`config.mk`:
```
export PLATFORM = sky130hd
export DESIGN_NAME = subtractor
export DESIGN_NICKNAME = d
export VERILOG_FILES = /design/src/rtl/subtractor.sv
export SDC_FILE = /design/constraint.sdc
export NUM_CORES = 1
export LEC_CHECK = 0
export BUFFER_PORTS_ARGS = -buffer_cell sky130_fd_sc_hd__buf_2
export CAP_MARGIN = 20
export CORE_ASPECT_RATIO = 1.75
export CORE_MARGIN = 5
export CORE_UTILIZATION = 30
export DETAILED_ROUTE_END_ITERATION = 8
export PLACE_DENSITY_LB_ADDON = 0.05
export SYNTH_ARGS = -nofsm -noshare
export SYNTH_HDL_FRONTEND = slang
export SYNTH_SLANG_ARGS = --single-unit
```
`constraint.sdc`:
```
create_clock -name vclk -period 1.8
set_clock_uncertainty 0.1 [all_clocks]
set_input_delay 0.09 -clock vclk [all_inputs]
set_output_delay 0.09 -clock vclk [all_outputs]
set_load 0.05 [all_outputs]
```
`src/rtl/subtractor.sv`:
```
// subtractor: pipelined inA - inB with borrow, signed overflow flag and
// valid/ready handshakes on both sides.
//
// Parameters:
//   BIT_WIDTH  operand width in bits
//   DELAY      register stages between input and output (0 = combinational)
// Ports:
//   clk, rst             clock, synchronous active-high reset
//   inA, inB, in_valid   operation input, in_ready accepts it
//   out                  {borrow, difference}
//   ovf                  signed two's-complement overflow of the difference
//   out_valid, out_ready result handshake
// Optional build macro:
//   SUBTRACTOR_SATURATE_EN  clamp the difference to the signed range on ovf
module subtractor #(
    parameter int BIT_WIDTH = 32,
    parameter int DELAY     = 0
) (
    input  logic                 clk,
    input  logic                 rst,
    input  logic [BIT_WIDTH-1:0] inA,
    input  logic [BIT_WIDTH-1:0] inB,
    input  logic                 in_valid,
    output logic                 in_ready,
    output logic [BIT_WIDTH:0]   out,
    output logic                 ovf,
    output logic                 out_valid,
    input  logic                 out_ready
);

    localparam int MSB = BIT_WIDTH - 1;

    logic [BIT_WIDTH:0] raw;
    logic [BIT_WIDTH:0] diff_c;
    logic               ovf_c;

    // The extra top bit of the widened subtraction is the unsigned borrow.
    always_comb begin
        raw    = {1'b0, inA} - {1'b0, inB};
        ovf_c  = (inA[MSB] != inB[MSB]) && (raw[MSB] != inA[MSB]);
        diff_c = raw;
`ifdef SUBTRACTOR_SATURATE_EN
        // Overflow can only push the result away from inA's sign, so the
        // clamp direction follows inA; the borrow bit is left untouched.
        if (ovf_c) begin
            diff_c[MSB:0] = inA[MSB] ? {1'b1, {(BIT_WIDTH-1){1'b0}}}
                                     : {1'b0, {(BIT_WIDTH-1){1'b1}}};
        end
`endif
    end

    generate
        if (DELAY == 0) begin : g_comb
            // Pure pass-through: clock and reset are intentionally unused.
            logic unused_clk_rst;
            assign unused_clk_rst = clk ^ rst;

            assign out       = diff_c;
            assign ovf       = ovf_c;
            assign out_valid = in_valid;
            assign in_ready  = out_ready;
        end else begin : g_pipe
            logic [DELAY-1:0]   vld_q;
            logic [DELAY-1:0]   ovf_q;
            logic [BIT_WIDTH:0] diff_q [DELAY];
            logic               adv;

            // Whole chain moves together; an empty output slot always
            // lets it advance, so bubbles drain without a consumer.
            assign adv      = out_ready || !vld_q[DELAY-1];
            assign in_ready = adv;

            always_ff @(posedge clk) begin
                if (rst) begin
                    vld_q <= '0;
                    ovf_q <= '0;
                    for (int i = 0; i < DELAY; i++) begin
                        diff_q[i] <= '0;
                    end
                end else if (adv) begin
                    vld_q[0] <= in_valid;
                    // Payload only loads with a real op; bubbles keep it.
                    if (in_valid) begin
                        diff_q[0] <= diff_c;
                        ovf_q[0]  <= ovf_c;
                    end
                    for (int i = 1; i < DELAY; i++) begin
                        vld_q[i]  <= vld_q[i-1];
                        diff_q[i] <= diff_q[i-1];
                        ovf_q[i]  <= ovf_q[i-1];
                    end
                end
            end

            assign out       = diff_q[DELAY-1];
            assign ovf       = ovf_q[DELAY-1];
            assign out_valid = vld_q[DELAY-1];
        end
    endgenerate

endmodule

```
==> impl_metrics.py <==
metrics = {
    "placed_design": {
        "post-place-ws_ns": -0.781,
        "globalplace.congestion": 0.888,
        "io_buffers": 98,
        "place_hpwl_mm": 7.29,
        "placed_area_sq_um": 4160,
    },
    "global_routing": {
        "grt_pass1_wl_mm": 13.9,
        "grt_usage_pct": 18.7,
        "grt_pass1_vias": 3200,
        "grt.overflow.total": 0,
        "grt_max_degree": 10,
        "antenna_found_initial": 0,
    },
    "layout": {
        "syn2layout_area_growth_pct": 138,
        "nClkBuffers": 0,
        "fillers": 552,
        "seq_area_sq_um": 0,
        "stdcell_area_sq_um": 5060,
        "n_antenna_cell": 0,
        "seq_cell_count": 0,
        "nets": 638,
        "drive_above_1_share_pct": 65.8,
    },
    "synthesis": {
        "synth_compound_area_share_pct": 35.0,
        "netlist_instances": 325,
        "ys_seq_area_share_pct": 0,
        "synth_cell_types": 55,
        "synth_top_family_by_area": "compound AO/OA/AOI/OAI gates",
        "netlist_area_sq_um": 2130,
        "yosys.area.top_type": "ha_1",
        "synth_warnings": 0,
        "muxShareOfSynthArea_pct": 1.18,
        "yosysTopAreaCellShare_pct": 18.8,
        "synth-adder-area-share_pct": 19.8,
        "synth_nets": 426,
        "ys_top_cells_by_count": "45 x inv_1, 32 x ha_1, 30 x nand2_1, 29 x a21oi_1, 26 x nor2_1",
        "syn_area_per_cell_sq_um": 6.54,
        "yosysMostFrequentCell": "inv_1",
        "synthSimpleGateAreaFrac_pct": 21.7,
        "synth_xor_area_share_pct": 10.3,
        "netlist_top_cells_area": "ha_1 19%, inv_1 7.9%, a21oi_1 6.8%, xnor2_1 5.8%, nand2_1 5.3%",
    },
    "setup_path": {
        "setup.worst_path.class": "in2out",
        "cp.arrival_ns": 2.08,
        "cp.required_ns": 1.61,
        "start_kind": "input port",
        "cp-end-kind": "output pin",
        "worstPathMaxFanout": 6,
    },
    "power_and_ir_drop": {
        "switching_power_mw": 1.48,
        "swShare_pct": 54.3,
        "p_leak_nw": 2.40,
        "clkPwrFrac_pct": 0,
        "ir_drop_v": 0.000335,
        "p_per_area_nw_per_um2": 539,
        "pwr-share-seq_pct": 0,
        "p_int_mw": 1.25,
        "p_comb_share_pct": 100.0,
    },
    "floorplanning": {
        "die_h_um": 121,
        "ioPinCount": 104,
        "initial_core_util_pct": 30.8,
        "die_area_sq_um": 8940,
        "core_sq_um": 6910,
        "fp.dieW_um": 73.6,
        "core.rowCount": 40,
    },
    "worst_hold_path": {
        "hold_class": "in2out",
        "hp-start": "out_ready",
        "hold_end": "in_ready",
        "worstHoldPathCells": 0,
    },
    "timing": {
        "fin_crit_sh_pct": 126,
        "drv_slew": 0,
        "worst_slew_pin_slew_ns": 0.432,
        "rsz0062_at_grt": "true",
        "min_period_ns": 2.27,
        "setup_ws_ns": -0.473,
        "fmax_mhz": 440,
        "setup_tns_ns": -9.48,
        "hold_violations": 0,
        "finalSetupViolCount": 28,
        "relSlewSlack_pct": 70.4,
    },
    "routing": {
        "drt-initial-drc-count": 51,
        "drt.antenna.violating_nets": 0,
        "avgRoutedWirePerCell_um": 14.0,
        "drc": 0,
        "dr.pass1.iters": 4,
        "routed_wl_mm": 8.68,
        "vias_per_cell": 4.95,
        "vias": 3067,
    },
    "cts": {
        "postCtsHoldBufs": 0,
    },
    "run_status": {
        "outcome": "complete, but fails checks",
        "violations": "negative setup slack",
    },
    "job": {
        "maxCapViolCount": 0,
    },
}
==> worst max-delay path: stages <==
cell       delay [ns]
buf_8            0.08
inv_8            0.03
ha_4             0.15
fa_2             0.35
nor2b_2          0.15
o2111ai_2        0.17
a21oi_2          0.21
a211oi_4         0.06
buf_12           0.16
o31ai_4          0.19
buf_6            0.15
xor2_4           0.12
buf_6            0.17
==> cell families after synthesis <==
kind of cell / after synthesis
adders and majority gates: 33
AOI/OAI and AO/OA: 107
and+or+nand+nor: 96
buffers and inverters: 62
muxes: 2
xor gates and xnor gates: 25
==> worst max path at each step <==
stage                   end  cells after the start  slack [ns]   start
floorplan           out[30]                      9       -0.44  inA[0]
global placement    out[28]                     11       -0.71  inA[0]
detailed placement  out[28]                     11       -0.78  inA[0]
CTS                 out[32]                     12       -0.49  inA[0]
global route        out[26]                     13       -0.59  inA[0]
finish              out[26]                     13       -0.47  inA[0]
==> power by group through the flow <==
stage	Clock (mW)	Combinational (mW)	Sequential (mW)
floorplan	0	1.59	0
global placement	0	2.23	0
detailed placement	0	2.25	0
CTS	0	2.60	0
global route	0	2.89	0
finish	0	2.73	0
==> metrics by stage <==
step / util (%) / total power, mW / std cells / hold WS, ns
floorplan: - / 1.59 / 325 / 0.247
global placement: 60.2 / 2.23 / 601 / 0.0803
detailed placement: 60.2 / 2.25 / 601 / 0.0803
CTS: 68.4 / 2.60 / 609 / 0.0803
global route: 73.3 / 2.89 / 619 / 0.0803
finish: 73.3 / 2.73 / 619 / 0.0801
==> placed cells by master (no fill, tap or decap), types with 8 or more instances in the layout <==
cell type,Yosys,final
a21o_1,12,12
a21oi_1,29,15
a21oi_2,1,8
buf_2,12,62
buf_4,2,113
buf_6,0,44
ha_1,32,13
ha_4,0,18
inv_1,45,38
nand2_1,30,26
nand4_1,9,9
nor2_1,26,16
nor2_4,0,8
xnor2_4,0,8
==> timing repair <==
| item | in CTS | in global routing |
|---|---|---|
| setup buffers | 10 | 11 |
| pin swaps | 45 | 38 |
| endpoints found under the setup margin | 29 | 29 |
| gates resized for setup | 115 | 51 |
==> area by class of cell <==
type | instances | area (sq um) | share of cell area (%)
Inverter | 45 | 204 | 4.03
Multi-Input combinational cell | 263 | 2970 | 58.7
Tap cell | 84 | 105 | 2.08
Timing Repair Buffer | 227 | 1780 | 35.2
==> routing by layer <==
| metal | global-route usage, % | vias to the layer above | wire [um] |
|---|---|---|---|
| li1 | - | 1558 | - |
| met2 | 38.6 | 66 | 5130 |
| met1 | 19.3 | 1425 | 2990 |
| met4 | 4.08 | 0 | 233 |
| met3 | 0.829 | 18 | 329 |
| met5 | 0 | - | 0 |
Note: power is estimated with default switching activity, not from simulation.
